**config.mk**
```make
export PLATFORM = sky130hd
export DESIGN_NAME = keypad_scanner
export DESIGN_NICKNAME = d
export VERILOG_FILES = /design/src/rtl/keypad_scanner.sv
export SDC_FILE = /design/constraint.sdc
export NUM_CORES = 1
export LEC_CHECK = 0
export BUFFER_PORTS_ARGS = -buffer_cell sky130_fd_sc_hd__buf_2
export CORE_MARGIN = 2
export CORE_UTILIZATION = 30
export CTS_CLUSTER_SIZE = 12
export DETAILED_ROUTE_END_ITERATION = 16
export SLEW_MARGIN = 0
export SYNTH_ARGS = -nofsm -noshare
export SYNTH_HDL_FRONTEND = slang
export SYNTH_SLANG_ARGS = --single-unit
export TNS_END_PERCENT = 30
```
**constraint.sdc**
```tcl
create_clock -name clk -period 4.3 [get_ports clk]
set_clock_uncertainty 0.15 [all_clocks]
set_input_delay 0.43 -clock clk [delete_from_list [all_inputs] [get_ports clk]]
set_output_delay 0.43 -clock clk [all_outputs]
set_load 0.01 [all_outputs]
```
**src/rtl/keypad_scanner.sv**
```systemverilog
// keypad_scanner
//   Scans a 5-row x 4-column active-low key matrix one row at a time.
//   Presses are debounced across whole scan frames. Each accepted key
//   produces exactly one single-cycle strobe.
//
// Ports
//   clk          system clock
//   rst          asynchronous, active-high reset
//   col_n[3:0]   matrix columns, active-low, asynchronous to clk
//   row_n[4:0]   row drive, active-low, one row low at a time
//   b_0..b_f     hex key strobes (codes 0-15)
//   b_load       code 16 strobe
//   b_storeinc   code 17 strobe
//   b_dec        code 18 strobe
//   b_aux        code 19 strobe
//   key_valid    pulses together with any strobe
//   key_code     code of the last accepted key, held between presses
//
// Debounce FSM (advances only at frame end)
//   state  | meaning
//   S_IDLE | no key pending; waiting for a single-key frame
//   S_CAND | candidate key seen in cnt consecutive single-key frames
//   S_HELD | key accepted; cnt counts consecutive empty frames to release
module keypad_scanner #(
  parameter int SCAN_DIV        = 1024,
  parameter int DEBOUNCE_FRAMES = 4
) (
  input  logic       clk,
  input  logic       rst,
  input  logic [3:0] col_n,
  output logic [4:0] row_n,
  output logic       b_0,
  output logic       b_1,
  output logic       b_2,
  output logic       b_3,
  output logic       b_4,
  output logic       b_5,
  output logic       b_6,
  output logic       b_7,
  output logic       b_8,
  output logic       b_9,
  output logic       b_a,
  output logic       b_b,
  output logic       b_c,
  output logic       b_d,
  output logic       b_e,
  output logic       b_f,
  output logic       b_load,
  output logic       b_storeinc,
  output logic       b_dec,
  output logic       b_aux,
  output logic       key_valid,
  output logic [4:0] key_code
);

  localparam int DW = (SCAN_DIV > 1) ? $clog2(SCAN_DIV) : 1;
  // cnt never exceeds DEBOUNCE_FRAMES-1, so this width saturates by construction.
  localparam int CW = $clog2(DEBOUNCE_FRAMES);
  localparam logic [DW-1:0] D_LAST   = DW'(SCAN_DIV - 1);
  localparam logic [CW-1:0] CNT_LAST = CW'(DEBOUNCE_FRAMES - 1);
  localparam logic [CW-1:0] CNT_ONE  = CW'(1);

  typedef enum logic [1:0] {
    S_IDLE = 2'd0,
    S_CAND = 2'd1,
    S_HELD = 2'd2
  } state_t;

  // Column synchronizer; resets to "all released".
  logic [3:0] col_meta_q, col_sync_q;

  always_ff @(posedge clk or posedge rst) begin
    if (rst) begin
      col_meta_q <= 4'hF;
      col_sync_q <= 4'hF;
    end else begin
      col_meta_q <= col_n;
      col_sync_q <= col_meta_q;
    end
  end

  // Scan counters
  logic [DW-1:0] d_q, d_d;
  logic [2:0]    r_q, r_d;
  logic          dwell_end, frame_end;

  assign dwell_end = (d_q == D_LAST);
  assign frame_end = dwell_end && (r_q == 3'd4);

  always_comb begin
    d_d = d_q + DW'(1);
    r_d = r_q;
    if (dwell_end) begin
      d_d = '0;
      r_d = (r_q == 3'd4) ? 3'd0 : r_q + 3'd1;
    end
  end

  always_ff @(posedge clk or posedge rst) begin
    if (rst) begin
      d_q <= '0;
      r_q <= '0;
    end else begin
      d_q <= d_d;
      r_q <= r_d;
    end
  end

  assign row_n = ~(5'd1 << r_q);

  // Snapshot. snap_full merges the row being sampled this cycle so the
  // frame-end decision sees row 4 without waiting another cycle.
  logic [19:0] snap_q, snap_d, snap_full, row_bits;

  always_comb begin
    row_bits  = {16'd0, ~col_sync_q} << {r_q, 2'b00};
    snap_full = snap_q | row_bits;
    snap_d    = snap_q;
    if (frame_end)      snap_d = '0;
    else if (dwell_end) snap_d = snap_full;
  end

  always_ff @(posedge clk or posedge rst) begin
    if (rst) snap_q <= '0;
    else     snap_q <= snap_d;
  end

  // Frame classification
  logic       is_none, is_single;
  logic [4:0] single_code;

  always_comb begin
    is_none     = (snap_full == 20'd0);
    // A non-zero vector with no second bit set is one-hot.
    is_single   = !is_none && ((snap_full & (snap_full - 20'd1)) == 20'd0);
    single_code = 5'd0;
    for (int i = 0; i < 20; i++) begin
      if (snap_full[i]) single_code = 5'(i);
    end
  end

  // Debounce FSM with registered strobes
  state_t        state_q;
  logic [4:0]    code_q;
  logic [CW-1:0] cnt_q;
  logic [19:0]   stb_q;
  logic          key_valid_q;
  logic [4:0]    key_code_q;

  always_ff @(posedge clk or posedge rst) begin
    if (rst) begin
      state_q     <= S_IDLE;
      code_q      <= '0;
      cnt_q       <= '0;
      stb_q       <= '0;
      key_valid_q <= 1'b0;
      key_code_q  <= '0;
    end else begin
      stb_q       <= '0;
      key_valid_q <= 1'b0;
      if (frame_end) begin
        case (state_q)
          S_IDLE: begin
            if (is_single) begin
              state_q <= S_CAND;
              code_q  <= single_code;
              cnt_q   <= CNT_ONE;
            end
          end
          S_CAND: begin
            if (is_single && (single_code == code_q)) begin
              if (cnt_q == CNT_LAST) begin
                stb_q       <= 20'd1 << code_q;
                key_valid_q <= 1'b1;
                key_code_q  <= code_q;
                state_q     <= S_HELD;
                cnt_q       <= '0;
              end else begin
                cnt_q <= cnt_q + CNT_ONE;
              end
            end else if (is_single) begin
              code_q <= single_code;
              cnt_q  <= CNT_ONE;
            end else begin
              state_q <= S_IDLE;
              cnt_q   <= '0;
            end
          end
          S_HELD: begin
            if (is_none) begin
              if (cnt_q == CNT_LAST) begin
                state_q <= S_IDLE;
                cnt_q   <= '0;
              end else begin
                cnt_q <= cnt_q + CNT_ONE;
              end
            end else begin
              // Any key activity restarts the release count.
              cnt_q <= '0;
            end
          end
          default: begin
            state_q <= S_IDLE;
            cnt_q   <= '0;
          end
        endcase
      end
    end
  end

  assign {b_aux, b_dec, b_storeinc, b_load,
          b_f, b_e, b_d, b_c, b_b, b_a, b_9, b_8,
          b_7, b_6, b_5, b_4, b_3, b_2, b_1, b_0} = stb_q;
  assign key_valid = key_valid_q;
  assign key_code  = key_code_q;

endmodule

```
==> results.cfg <==
[setup_path]
critical_path.max_stage_delay_ns = 0.76
worst-path-max-fanout = 22
critPathSlowestCell = dfrtp_1
startpoint_type = register
critPathKind = register to register
arrival_ns = 4.05
cp_data_required_time_ns = 4.38
crit_chain = nor2_1, a2111oi_2, nand4_1, o21ai_0, o221ai_1, or4_1, a211oi_4, mux2_2
worst_setup_path_end_kind = register

[place]
gp_congestion = 0.888
port_buffers = 36
pre_cts_slack_ns = 0.311
dpl.hpwl_um = 6470
dp.cells = 606

[pwr]
switching_share_pct = 22.1
power_density_mw_per_mm2 = 314
intPower_mw = 1.15
leakagePower_nw = 2.10
combPwrFrac_pct = 3.2
power_frac_seq_pct = 49.5
vdd_ir_drop_max_uv = 125
p_clk_share_pct = 47.3
netSwitchingPower_mw = 0.324

[drt]
num_vias = 3168
wl_um = 9010
post-route-drc-count = 0
dr.pass1.iters = 4
avgRoutedWirePerCell_um = 14.4
drt_iter0_drc = 302
antenna_left = 0
routed_via_density = 5.08

[global_routing]
grt_pass1_wl_um = 15600
antenna_found_initial = 0
grt.overflow.total = 0
gr-usage-all-layers_pct = 13.8
grt_pass1_vias = 3073
grt_max_degree = 57

[timing]
fmax_mhz = 252
worstMarginPinSlew_ns = 0.768
finalSetupTns_ns = 0
fin_ws_ns = 0.325
period_minus_slack_ns = 3.98
final_max_slew_viol_count = 0
fin_hold_ws_ns = 0.0361
hold_violations = 0
min_period_over_period_pct = 92.4
relSlewSlack_pct = 48.1
setup_viol_count_final = 0
rsz0062_at_grt = no

[cells_and_area]
area_growth_pct = 17.1
fin_cells = 624
fillers = 1359
diodes = 0
layout-drive-gt1-share_pct = 23.4
nets = 456

[synth]
netlist_top_cells_count = dfrtp_1 (68), nor2_1 (46), nand2_1 (37)
syn-cell-area_mm2 = 0.00399
async_flop_share_pct = 100
synth_top_cell_by_area = dfrtp_1
yosysUniqueCellTypes = 69
syn_area_per_cell_um2 = 9.88
synth_edf_count = 0
syn_inst = 404
yosysSeqAreaShare_pct = 47.9
ys_warn_count = 0
synth-seq-cells = 76
synth_top_area_share_pct = 42.6
synth_top_flop_cell = dfrtp_1
synth_most_common_cell = dfrtp_1
synth_nets = 417
synthTopCellsByArea = dfrtp_1 (43%), dfstp_2 (5.3%), nor2_1 (4.3%), nor3_1 (4.3%), nand2_1 (3.5%)

[min_path]
hold_path_class = input pin to register

[floorplan]
num_rows = 42
num_io_pins = 37
die_area_mm2 = 0.0142
coreArea_mm2 = 0.0131
die_h_um = 119
die_x_um = 119
start_util_pct = 30.4

[clocking]
numCtsBuffers = 9
cts_setup_buffers = 0
clock_latency_ns = 0.34
cts_root_buffer = clkbuf_16
cts_tree = yes
clockBufferDepth = 2
cts_num_sinks = 76
clk_pin_slew_ns = 0.06
htree_levels = 3

[outcome]
status = finished, final reports clean

[run]
maxCapViolCount = 0
==> cell families after synthesis <==
family	after synthesis	synth area share, %
xor+xnor	9	1.98
mux	11	3.04
fa+ha+maj	7	2.19
compound gates	75	14.2
buf+inv	38	4.48
flops	76	47.9
simple gates	188	26.2
==> placed cells by master (no fill, tap or decap), drive strengths merged, types with 5 or more instances in the layout <==
| master | instances |
|---|---|
| a2111oi | 6 |
| ha | 7 |
| nor4 | 13 |
| dfrtp | 68 |
| dfstp | 8 |
| mux2 | 9 |
| nand3 | 11 |
| buf | 47 |
| nor2 | 46 |
| inv | 19 |
| nor3 | 34 |
| nor2b | 7 |
| or4b | 5 |
| nand4 | 5 |
| xnor2 | 6 |
| o21ai | 17 |
| nand2 | 37 |
| clkbuf | 11 |
| a21oi | 16 |
==> path summary, 6_finish.rpt <==
| kind | start | to | slack (ns) | depth (start not counted) |
|---|---|---|---|---|
| min in group asynchronous | rst | snap_q[12]$_DFFE_PP0P_ | 0.47 | 3 |
| setup / recovery | r_q[1]$_DFFE_PP0N_ | code_q[4]$_DFFE_PP0P_ | 0.32 | 8 |
| setup reg to reg | r_q[1]$_DFFE_PP0N_ | code_q[4]$_DFFE_PP0P_ | 0.32 | 8 |
| hold / removal | col_n[3] | col_meta_q[3]$_DFF_PP1_ | 0.04 | 1 |
| max in group asynchronous | rst | col_sync_q[3]$_DFF_PP1_ | 2.85 | 4 |
| hold reg to reg | col_meta_q[1]$_DFF_PP1_ | col_sync_q[1]$_DFF_PP1_ | 0.21 | 0 |
==> what timing repair did <==
item	4_1_cts	5_1_grt
resized for setup	0	3
hold buffers	0	1
hold endpoints to repair	0	16
setup endpoints to repair	0	29
==> critical path: cells and delay by family, from the launching register on <==
family             cells  cell delay (ns)
muxes                  1             0.38
and+or+nand+nor        3             1.18
AOI/OAI and AO/OA      4             1.39
DFF                    1             0.76
==> layout make-up <==
class	instances	area (um2)	share of cell area [%]
Multi-Input combinational cell	290	1910	40.8
Clock buffer	11	243	5.19
Tap cell	176	220	4.71
Timing Repair Buffer	48	285	6.10
Sequential cell	76	1910	40.9
Clock inverter	5	36.3	0.776
Inverter	18	67.6	1.45
==> through the flow <==
| stage | power, mW | utilization [%] | instance area [um2] |
|---|---|---|---|
| after floorplan | 0.768 | - | 3990 |
| after global placement | 0.783 | 33.2 | 4360 |
| after detailed placement | 0.785 | 33.2 | 4360 |
| after CTS | 1.50 | 35.3 | 4630 |
| after global routing | 1.53 | 35.6 | 4670 |
| final | 1.47 | 35.6 | 4670 |
==> power groups by stage <==
stage	combinational (mW)	clock (mW)	sequential, mW
after CTS	0.0456	0.724	0.727
after detailed placement	0.0453	0	0.739
final	0.0474	0.695	0.727
after global placement	0.0443	0	0.739
after global routing	0.0538	0.753	0.727
after floorplan	0.0304	0	0.738
==> state kept, by name, indices dropped and copies added (netlist names) <==
signal / cells
col_meta_q: 4
key_valid: 1
code_q: 5
snap_q: 20
cnt_q: 2
stb_q: 20
d_q: 10
col_sync_q: 4
key_code: 5
r_q: 3
state_q: 2
==> per-layer routing <==
layer | track usage [%] | vias up | share of wire [%] | routed length (um)
met5 | 0 | - | 0 | 0
li1 | - | 1547 | - | -
met2 | 20.9 | 76 | 46 | 4160
met3 | 3.64 | 15 | 5.0 | 449
met4 | 6.18 | 0 | 2.2 | 194
met1 | 18.4 | 1530 | 47 | 4210
(Power assumes the default switching activity.)
